==> config.mk <==
export PLATFORM = sky130hd
export DESIGN_NAME = fetch_unit
export DESIGN_NICKNAME = d
export VERILOG_FILES = /design/src/rtl/cpu_pkg.sv /design/src/rtl/fetch_wait_ctr.sv /design/src/rtl/fetch_unit.sv
export SDC_FILE = /design/constraint.sdc
export NUM_CORES = 1
export LEC_CHECK = 0
export ABC_AREA = 1
export ABC_CLOCK_PERIOD_IN_PS = 1900
export CELL_PAD_IN_SITES_DETAIL_PLACEMENT = 0
export CELL_PAD_IN_SITES_GLOBAL_PLACEMENT = 1
export CORE_MARGIN = 4
export CORE_UTILIZATION = 33
export DETAILED_ROUTE_END_ITERATION = 10
export PLACE_DENSITY = 0.87
export SETUP_SLACK_MARGIN = 0.02
export SLEW_MARGIN = 20
export SYNTH_ARGS = -nofsm -noshare
export SYNTH_HDL_FRONTEND = slang
export SYNTH_HIERARCHICAL = 1
export SYNTH_SLANG_ARGS = --single-unit
export TNS_END_PERCENT = 100
==> constraint.sdc <==
create_clock -name clk -period 1.9 [get_ports clk]
set_input_delay 0.38 -clock clk [delete_from_list [all_inputs] [get_ports clk]]
set_output_delay 0.38 -clock clk [all_outputs]
set_load 0.01 [all_outputs]
==> src/rtl/cpu_pkg.sv <==
// cpu_pkg: shared opcodes, instruction field positions, widths and fetch state encoding
package cpu_pkg;
  localparam int PC_W_DEF    = 8;
  localparam int INSTR_W_DEF = 16;
  localparam int OPC_HI = 15;
  localparam int OPC_LO = 12;
  localparam int RD_HI  = 11;
  localparam int RD_LO  = 10;
  localparam int RS_HI  = 9;
  localparam int RS_LO  = 8;
  localparam int IMM_HI = 7;
  localparam int IMM_LO = 0;
  localparam logic [3:0] OP_ADDI = 4'h0;
  localparam logic [3:0] OP_ADD  = 4'h1;
  localparam logic [3:0] OP_SUB  = 4'h2;
  localparam logic [3:0] OP_AND  = 4'h3;
  localparam logic [3:0] OP_OR   = 4'h4;
  localparam logic [3:0] OP_XOR  = 4'h5;
  localparam logic [3:0] OP_SLL  = 4'h6;
  localparam logic [3:0] OP_SRL  = 4'h7;
  localparam logic [3:0] OP_LW   = 4'h8;
  localparam logic [3:0] OP_SW   = 4'h9;
  localparam logic [3:0] OP_LI   = 4'hA;
  localparam logic [3:0] OP_JMP  = 4'hB;
  localparam logic [3:0] OP_BEQ  = 4'hC;
  localparam logic [3:0] OP_HLT  = 4'hD;
  localparam logic [3:0] OP_BNE  = 4'hE;
  localparam logic [3:0] OP_BLT  = 4'hF;
  typedef enum logic {S_IDLE, S_WAIT} fetch_state_e;
endpackage

==> src/rtl/fetch_wait_ctr.sv <==
// fetch_wait_ctr: saturating wait counter, timeout high once the count reaches WAIT_MAX
//   clk/rst  clock, async active-low reset
//   clr      restart count at 0 (wins over en)
//   en       count one waiting cycle
//   timeout  count == WAIT_MAX
module fetch_wait_ctr #(
  parameter int WAIT_MAX = 15
) (
  input  logic clk,
  input  logic rst,
  input  logic clr,
  input  logic en,
  output logic timeout
);
  localparam int CW = $clog2(WAIT_MAX + 1);
  logic [CW-1:0] cnt_q, cnt_d;
  always_comb begin
    cnt_d = clr ? '0 : (en && !timeout) ? cnt_q + CW'(1) : cnt_q;
  end
  always_ff @(posedge clk or negedge rst) begin
    if (!rst) cnt_q <= '0;
    else      cnt_q <= cnt_d;
  end
  assign timeout = cnt_q == CW'(WAIT_MAX);
endmodule

==> src/rtl/fetch_unit.sv <==
// fetch_unit: PC, instruction register and imem request/ready handshake with timeout
//   ir_write/pc_write/branch_taken/jump_en  FSM strobes and PC decision
//   imem_req/imem_addr/imem_rdata/imem_ready  instruction memory handshake
//   pc, opcode/rd/rs/imm  PC and IR fields; instr_valid/fetch_busy/fetch_err  status
module fetch_unit import cpu_pkg::*; #(
  parameter int PC_W     = PC_W_DEF,
  parameter int INSTR_W  = INSTR_W_DEF,
  parameter int WAIT_MAX = 15,
  parameter int RESET_PC = 0
) (
  input  logic               clk,
  input  logic               rst,
  input  logic               ir_write,
  input  logic               pc_write,
  input  logic               branch_taken,
  input  logic               jump_en,
  output logic               imem_req,
  output logic [PC_W-1:0]    imem_addr,
  input  logic [INSTR_W-1:0] imem_rdata,
  input  logic               imem_ready,
  output logic [PC_W-1:0]    pc,
  output logic [3:0]         opcode,
  output logic [1:0]         rd,
  output logic [1:0]         rs,
  output logic [7:0]         imm,
  output logic               instr_valid,
  output logic               fetch_busy,
  output logic               fetch_err
);
  localparam logic [INSTR_W-1:0] HLT_IR = {OP_HLT, {(INSTR_W-4){1'b0}}};
  fetch_state_e       state_q, state_d;
  logic [PC_W-1:0]    pc_q, pc_d, addr_q, addr_d;
  logic [INSTR_W-1:0] ir_q, ir_d;
  logic               busy_q, busy_d, valid_q, valid_d, err_q, err_d;
  logic               start, done, tout, timeout;
  fetch_wait_ctr #(.WAIT_MAX(WAIT_MAX)) u_ctr (
    .clk(clk), .rst(rst), .clr(start), .en(state_q == S_WAIT && !imem_ready), .timeout(timeout)
  );
  always_comb begin
    start   = state_q == S_IDLE && ir_write;
    done    = state_q == S_WAIT && imem_ready;
    tout    = state_q == S_WAIT && !imem_ready && timeout;
    state_d = start ? S_WAIT : (done || tout) ? S_IDLE : state_q;
    addr_d  = start ? pc_q : addr_q;
    busy_d  = start ? 1'b1 : (done || tout) ? 1'b0 : busy_q;
    valid_d = start ? 1'b0 : (done || tout) ? 1'b1 : valid_q;
    ir_d    = done ? imem_rdata : tout ? HLT_IR : ir_q;
    err_d   = err_q | tout;
    pc_d    = !pc_write ? pc_q : (jump_en || branch_taken) ? PC_W'(ir_q[IMM_HI:IMM_LO]) : pc_q + PC_W'(1);
  end
  always_ff @(posedge clk or negedge rst) begin
    if (!rst) begin
      state_q <= S_IDLE;
      pc_q    <= PC_W'(RESET_PC);
      addr_q  <= '0;
      ir_q    <= '0;
      busy_q  <= 1'b0;
      valid_q <= 1'b0;
      err_q   <= 1'b0;
    end else begin
      state_q <= state_d;
      pc_q    <= pc_d;
      addr_q  <= addr_d;
      ir_q    <= ir_d;
      busy_q  <= busy_d;
      valid_q <= valid_d;
      err_q   <= err_d;
    end
  end
  assign imem_req    = busy_q;
  assign fetch_busy  = busy_q;
  assign imem_addr   = addr_q;
  assign pc          = pc_q;
  assign opcode      = ir_q[OPC_HI:OPC_LO];
  assign rd          = ir_q[RD_HI:RD_LO];
  assign rs          = ir_q[RS_HI:RS_LO];
  assign imm         = ir_q[IMM_HI:IMM_LO];
  assign instr_valid = valid_q;
  assign fetch_err   = err_q;
endmodule

==> impl_metrics.ini, run 1 <==
[run_status]
status = complete, no violations

[detailed_routing]
via_count = 1498
ant_nets = 0
wl_um = 4080
avgViaCountPerCell = 4.55
drc = 0
first_pass_iters = 4
drtIter0Drc = 66
wl_per_cell_um = 12.4

[layout]
syn_to_final_growth_pct = 42.8
layout_common_cells = 57 x clkdlybuf4s50_1, 52 x nand2_1, 39 x dfrtp_1, 23 x o21ai_0, 21 x inv_1
num-nets-final = 283
post_route_cells_drive_above_1_share_pct = 8.88
diodes = 0
fillers = 541
final_common_cell = clkdlybuf4s50_1

[floorplan]
start_util_pct = 34.2
dieArea_um2 = 6550
fp.dieW_um = 81.0
core_um2 = 5140
num_rows = 26
num_io_pins = 59
die_h_um = 81.0

[timing]
fin_crit_sh_pct = 93.1
finalSetupTns_ps = 0
slew-limit-headroom_pct = 68.2
setup_ws_ps = 131
clock.fmax_mhz = 565
hold_violations = 0
worst_pin_slew_ps = 477
setup_viol = 0
final.min_clock_period_ps = 1770
slew_viol_final = 0
final.setup_skew_ps = 3.18
rsz0062_at_grt = false

[synth]
netlist_instances = 194
synth_top_area_cell = dfrtp_1
ys_warn_count = 6
synthTopCellsByArea = dfrtp_1 56%, nand2_1 11%, o21ai_0 6.6%
yosys.area.top_type_share_pct = 55.6
ys_types = 23
netlist_area_um2 = 1760
ys_seq_area_share_pct = 55.6
synth.ff_latch_count = 39
syn_area_per_cell_um2 = 9.06
syn_nets = 219

[setup_path]
cp.arrival_ps = 1390
critPathCaptureType = primary output
setup.worst_path.start = state_q
reg2reg_from = u_ctr/cnt_q[0]
cp_num_buf_inv = 1
slowest_stage = clkdlybuf4s50_1
crit_family = buffers and inverters
critPathRequiredTime_ps = 1520
cp-start-kind = flip-flop
r2r_slack_ps = 400
critical-path-max-stage-delay_ps = 600
reg2regPathDepth = 6
r2r_end = instr_valid
crit_chain = clkdlybuf4s50_1
critPathKind = flip-flop to primary output
path_max_fanout = 6

[pwr]
peakVddDrop_v = 0.000604
power_density_nw_per_um2 = 1430
p_leak_uw = 0.00118
power_uw = 3590

[clock_network]
ctsHoldBuffers = 0
cts_made_buffers = 5
cts-root-buf = clkbuf_8
clk_pin_slew_ps = 80
cts_sinks = 39
cts_setup_buffers = 0
cts_tree = done
cts_buffer_depth = 2
clk_latency_ps = 290
cts_resized = 0
htreeDepth = 2

[flow_run]
cap_violations = 0

[global_route]
grt_overflow = 0
grt_antenna_before_repair = 0
grt_pass1_wl_um = 7160
grt_max_degree = 21
grt_pass1_vias = 1497
grt_util_all_layers_pct = 14.3

[placed_design]
routabilityCongestion = 0.801
pre_cts_ws_ps = 283
io_buffers = 58
dp_hpwl_um = 3160

[min_path]
hold_class = input pin to asynchronous set/reset pin
==> stage by stage <==
stage          util [%]  hold slack, ps  std cells  cell area, µm²
2_1_floorplan         -            84.4        194            1760
6_report           48.8            40.4        329            2510
3_3_place_gp       47.1             377        321            2420
3_5_place_dp       47.1             376        321            2420
4_1_cts            48.8            51.9        329            2510
5_1_grt            48.8            72.2        329            2510
==> worst max-delay path by stage <==
stage	slack, ps	cells after the start	endpoint
2_1_floorplan	560	6	instr_valid
3_3_place_gp	300	4	instr_valid
3_5_place_dp	280	4	instr_valid
4_1_cts	110	1	fetch_busy
5_1_grt	80	1	fetch_busy
6_report	130	1	fetch_busy
==> where the power goes <==
part / switching, µW / internal (µW)
clock network: 293 / 255
logic: 719 / 864
registers: 285 / 1170
total: 1300 / 2290
==> cell families after synthesis <==
kind of cell,count (synthesis),synth area share (%)
AO/OA/AOI/OAI,43,15.1
XOR/XNOR,1,0.499
adder cells (fa/ha/maj),2,1.42
buffers and inverters,29,7.55
flip-flops,39,55.6
AND/OR/NAND/NOR,80,19.9
==> final cells by class <==
cell class | instances | area (µm²) | share of cell area [%]
Sequential cell | 39 | 976 | 38.9
Multi-Input combinational cell | 126 | 648 | 25.8
Timing Repair Buffer | 62 | 618 | 24.6
Inverter | 24 | 90.1 | 3.59
Tap cell | 70 | 87.6 | 3.49
Clock buffer | 5 | 68.8 | 2.74
Clock inverter | 3 | 20.0 | 0.798
==> worst reg2reg max path, cell delays in order (launching register included) <==
cell     delay (ps)
dfrtp_1         430
ha_1            240
nand3_1         100
inv_1            90
o21ai_4         250
inv_2           110
o21a_1          180
==> metal layers <==
metal | GRT usage (%) | vias up | part of all wire, %
met1 | 19.9 | 683 | 48
met2 | 20.5 | 46 | 43
met3 | 4.99 | 5 | 7.8
li1 | - | 764 | -
met4 | 5.07 | 0 | 1.5
met5 | 0 | - | 0
==> state kept, by name, summed over array words and instances, names as in the netlist <==
| signal | count |
|---|---|
| ir_q | 16 |
| fetch_err | 1 |
| instr_valid | 1 |
| pc | 8 |
| state_q | 1 |
| u_ctr/cnt_q | 4 |
| imem_addr | 8 |
==> cell usage after synthesis <==
cell      n
nand2_1  52
dfrtp_1  39
o21ai_0  23
inv_1    21
nand3_1  15
a21oi_1   9
nor2_1    7
a22o_1    5
inv_2     3
a22o_2    2
buf_4     2
buf_6     2
ha_1      2
nand4_1   2
nor2_4    2
a22oi_1   1
a32o_1    1
buf_2     1
nand2_2   1
nand2_4   1
o21a_1    1
o21ai_4   1
xor2_1    1
Note: power is estimated with default switching activity, not from simulation.
==> run 2, diff against run 1 <==
CTS_CLUSTER_DIAMETER = 60   (was default)
==> results of run 2 <==
No change in the layout: final DEF, timing and power equal those of run 1.
==> run 3, diff against run 2 <==
SKIP_LAST_GASP = 1   (was default)
==> results of run 3 <==
No change in the layout: final DEF, timing and power equal those of run 1.
==> patch 1 (config.mk and constraints of run 1) <==
`ir_q` no longer has a reset.
--- a/src/rtl/fetch_unit.sv
+++ b/src/rtl/fetch_unit.sv
@@ -55,3 +55,2 @@
       addr_q  <= '0;
-      ir_q    <= '0;
       busy_q  <= 1'b0;
@@ -63,3 +62,2 @@
       addr_q  <= addr_d;
-      ir_q    <= ir_d;
       busy_q  <= busy_d;
@@ -68,2 +66,6 @@
     end
+  end
+
+  always_ff @(posedge clk) begin
+    ir_q <= ir_d;
   end
Check against the original RTL: differs if rst is asserted again (counterexample within 4 cycles, from zero or initial values and one cycle with rst low); with rst held inactive, the same outputs for 10 cycles.
==> patch 1 against run 1 <==
- sequential share of layout area rose by 2.9 points
- critical endpoint is now pc[0]
- critical path type unchanged
- synthesized area rose by 0.78%
- final area rose by 0.75%
- core utilization rose by 0.37 points
- die area rose by 0.71%
- sequential cell count did not move
- critical path depth did not move
- routed wire length fell by 5.8%
- sequential power fell by 10%
- total power fell by 18%
- global-route usage fell by 1.7 points
- setup slack improved by 100 ps
==> patch 1: results (changes against run 1) <==
* Seq. cell area at 1060 um^2 (was 976 um^2)
* Overall Global Routing Usage at 0.126 (was 0.143)
* Crit-path max cell delay at 590 ps
* Initial DRC count at 36 (was 66)
* Asr flop ratio synth at 0.590 (was 1.00)
* Fillers at 522 (was 541)
* WL/cell at 11.7 um (was 12.4 um)
* CP max-delay cell: clkdlybuf4s50_1 (unchanged)
* Pin count of the biggest net entering global routing at 24 (was 21)
* First-pass GRT wire length at 6280 um (was 7160 um)
* Top reg by flops: ir_q (unchanged)
* Max_slew headroom at 0.778 (was 0.682)
* Post-synth net total at 217 (was 219)
* Crit Path Max Fanout at 5 (was 6)
* Non-Filler Instances at 328 (was 329)
* Critical path startpoint: pc[0]$_DFFE_PN0P_ (was state_q$_DFFE_PN0P_)
* Dpl cell area at 2450 um^2 (was 2420 um^2)
* Worst R2R Start: u_ctr/cnt_q[0]$_DFFE_PN0P_ (unchanged)
* Most frequent cells after synthesis: 42 x nand2_1, 28 x inv_1, 26 x nor2_1 (was 52 x nand2_1, 39 x dfrtp_1, 23 x o21ai_0)
* Main synth FF type: dfrtp_1 (unchanged)
* Gpl congestion at 0.739 (was 0.801)
* Via count at 1440 (was 1498)
* Post-synthesis sequential area ratio at 0.596 (was 0.556)
* Unique masters post-synth at 24 (was 23)
* Worst-path clk slew at 80 ps (about the same)
* Max reg flops at 16 (unchanged)
* Layout cell share with drive strength beyond 1 at 0.0814 (was 0.0888)
* Cells after synthesis at 192 (was 194)
* Num CTS Buffers at 5 (unchanged)
* Status: finished, final reports clean (unchanged)
* # resized after CTS at 0 (unchanged)
* H-tree depth at 2 (unchanged)
* Dpl ws at 174 ps (was 283 ps)
* Worst-Skew Late Latency at 290 ps (about the same)
* Maximum VDD drop at 496 uV (was 604 uV)
* Number of flops mapped to enable cells by yosys at 16 (was 0)
* Synth area leaders: dfrtp_1 33%, edfxtp_1 27%, nand2_1 8.9% (was dfrtp_1 56%, nand2_1 11%, o21ai_0 6.6%)
* Inst Count DP at 320 (was 321)
* Final nets at 282 (was 283)
* Lkg Pwr at 0.00115 uW (was 0.00118 uW)
* DP HPWL at 2970 um (was 3160 um)
* CP top delay family: buffers and inverters (unchanged)
* Worst EP arrival at 1290 ps (was 1390 ps)
* Initial antenna violation count at 0 (unchanged)
* Worst Skew at 7.16 ps (was 3.18 ps)
-- patch 1: changes by cell type after synthesis, moves of 7 or more --
cell / run 1 / this run
nor2_1: 7 / 26
dfrtp_1: 39 / 23
edfxtp_1: 0 / 16
nand2_1: 52 / 42
o21ai_0: 23 / 15
inv_1: 21 / 28
-- patch 1: path summary, 6_finish.rpt --
kind / endpoint / slack (ps) / cells past startpoint
setup reg to reg: instr_valid$_DFFE_PN0P_ / 350 / 7
setup / recovery: pc[0] / 230 / 1
hold / removal: u_ctr/cnt_q[2]$_DFFE_PN0P_ / 440 / 2
min in group clk: fetch_err$_DFF_PN0_ / 470 / 1
hold reg to reg: fetch_err$_DFF_PN0_ / 470 / 1
max in group asynchronous: pc[1]$_DFFE_PN0P_ / 1230 / 2
-- patch 1: final cells by class --
type	instances	share of cell area
sequential	39	0.418
timing repair buffer	62	0.247
multi-input combinational	119	0.224
inverter	30	0.0446
tap	70	0.0347
clock buffer	7	0.0302
clock inverter	1	0.00198
-- patch 1: per-layer routing --
metal / vias up / global-route usage / routed length [um]
met5: - / 0 / 0
met4: 0 / 0.0355 / 18
met3: 4 / 0.0710 / 479
met2: 55 / 0.200 / 1750
met1: 639 / 0.146 / 1590
li1: 742 / - / -
-- patch 1: cells by family after synthesis --
family | Yosys count | share of synthesized area
buffers and inverters | 34 | 0.0834
AO/OA/AOI/OAI | 25 | 0.0756
XOR/XNOR | 1 | 0.00495
AND/OR/NAND/NOR | 91 | 0.225
adder cells (fa/ha/maj) | 2 | 0.0141
flip-flops | 39 | 0.596
-- patch 1: power by group --
group          switching [uW]  total [uW]  leakage (uW)  internal [uW]
combinational             526        1110      0.000672            579
sequential                168        1310      0.000437           1140
clock                     278         535     0.0000422            258
==> patch 2 (config.mk and constraints of run 1) <==
Made on the original files. Change the package constant `PC_W_DEF` from 8 to 7.
--- a/src/rtl/cpu_pkg.sv
+++ b/src/rtl/cpu_pkg.sv
@@ -2,3 +2,3 @@
 package cpu_pkg;
-  localparam int PC_W_DEF    = 8;
+  localparam int PC_W_DEF    = 7;
   localparam int INSTR_W_DEF = 16;
Interface: changed (resized imem_addr and pc); port bits go from 59 to 57. No check against the original RTL was run, so the function may have changed too.
==> patch 2 against run 1 <==
- setup slack improved by 9.0 ps
- sequential cell count is 2 lower
- final area is 3.0% lower
- routed wire length shrank 6.1%
- non-clock buffer count shrank 5
- register-to-register slack worse by 20 ps
- synthesized area fell by 3.9%
- total power increased by 0.19%
- critical endpoint is now pc[3]
==> patch 2: results (changes against run 1) <==
* Adder-Cell Fraction of Synth Area at 0.0148 (was 0.0142)
* Total gr overflow at 0 (unchanged)
* Crit-path max cell delay at 590 ps
* Unique masters post-synth at 24 (was 23)
* Worst-path clk slew at 80 ps (about the same)
* Worst R2R Start: u_ctr/cnt_q[0]$_DFFE_PN0P_ (unchanged)
* Top reg by flops: ir_q (unchanged)
* Critical path startpoint: pc[3]$_DFFE_PN0P_ (was state_q$_DFFE_PN0P_)
* Fillers at 461 (was 541)
* Asr flop ratio synth at 1.00 (unchanged)
* WHS at 45.2 ps (was 40.4 ps)
* Initial DRC count at 73 (was 66)
* CP top delay family: buffers and inverters (unchanged)
* Synth Area in Compound Gates at 0.154 (was 0.151)
* Synth area leaders: dfrtp_1 55%, nand2_1 10%, o21ai_0 5.9% (was dfrtp_1 56%, nand2_1 11%, o21ai_0 6.6%)
* Via count at 1402 (was 1498)
* Clock Tree Root: clkbuf_8 (unchanged)
* Initial antenna violation count at 0 (unchanged)
* Worst Skew at 8.27 ps (was 3.18 ps)
* Postcts setup bufs at 0 (unchanged)
* Worst EP arrival at 1380 ps
* Syn avg cell area at 9.27 um^2 (was 9.06 um^2)
* Dpl ws at 251 ps (was 283 ps)
* Most frequent cells after synthesis: 46 x nand2_1, 37 x dfrtp_1, 22 x inv_1 (was 52 x nand2_1, 39 x dfrtp_1, 23 x o21ai_0)
* Post-synthesis sequential area ratio at 0.549 (was 0.556)
* Inst Count DP at 303 (was 321)
* Xor/xnor share of the synthesized area at 0.0156 (was 0.00499)
* R2R cell count at 6 (unchanged)
* CP max-delay cell: clkdlybuf4s50_1 (unchanged)
* DR pass1 iterations at 5 (was 4)
* Non-Filler Instances at 311 (was 329)
* Gpl congestion at 0.759 (was 0.801)
* Overall Global Routing Usage at 0.132 (was 0.143)
* Max_slew headroom at 0.651 (was 0.682)
* Layout cell share with drive strength beyond 1 at 0.111 (was 0.0888)
* Worst setup path end: pc[3] (was fetch_busy)
* DP HPWL at 2940 um (was 3160 um)
* Lkg Pwr at 0.00114 uW (was 0.00118 uW)
* Dpl cell area at 2320 um^2 (was 2420 um^2)
* Max Clk Rate at 568 MHz (was 565 MHz)
* IO Port Bufs at 56 (was 58)
* Final instance area at 2430 um^2 (was 2510 um^2)
* Final nets at 268 (was 283)
* R2r setup slk at 380 ps (was 400 ps)
* Reg2reg end: ir_q[14]$_DFFE_PN0P_ (was instr_valid$_DFFE_PN0P_)
* First-pass GRT wire length at 6530 um (was 7160 um)
* Maximum VDD drop at 701 uV (was 604 uV)
* Post-synth net total at 207 (was 219)
* H-tree depth at 2 (unchanged)
* Status: finished, final reports clean (unchanged)
* Hold buffers post-CTS at 0 (unchanged)
* WL/cell at 12.3 um (was 12.4 um)
## patch 2: changes by cell type after synthesis, sizes merged, moves of 2 or more
cell / delta
xor2: +2
inv: +2
o21bai: +2
dfrtp: -2
o21ai: -3
a21oi: -2
buf: -2
nand2: -5
nor2: -2
## patch 2: per-layer routing
metal | track usage | wire [um] | vias up | part of all wire
met2 | 0.197 | 1610 | 51 | 0.42
met4 | 0.0412 | 36 | 0 | 0.0094
met5 | 0 | 0 | - | 0
met1 | 0.174 | 1850 | 632 | 0.48
li1 | - | - | 715 | -
met3 | 0.0519 | 335 | 4 | 0.087
## patch 2: layout make-up
cell class                      instances  share of cell area
Timing Repair Buffer                   57               0.237
Inverter                               26              0.0412
Clock buffer                            5              0.0283
Sequential cell                        37               0.381
Tap cell                               67              0.0345
Clock inverter                          3              0.0190
Multi-Input combinational cell        116               0.260
## patch 2: report_power, final
part / switching, uW / internal, uW
clock: 298 / 393
sequential: 273 / 1110
combinational: 684 / 838
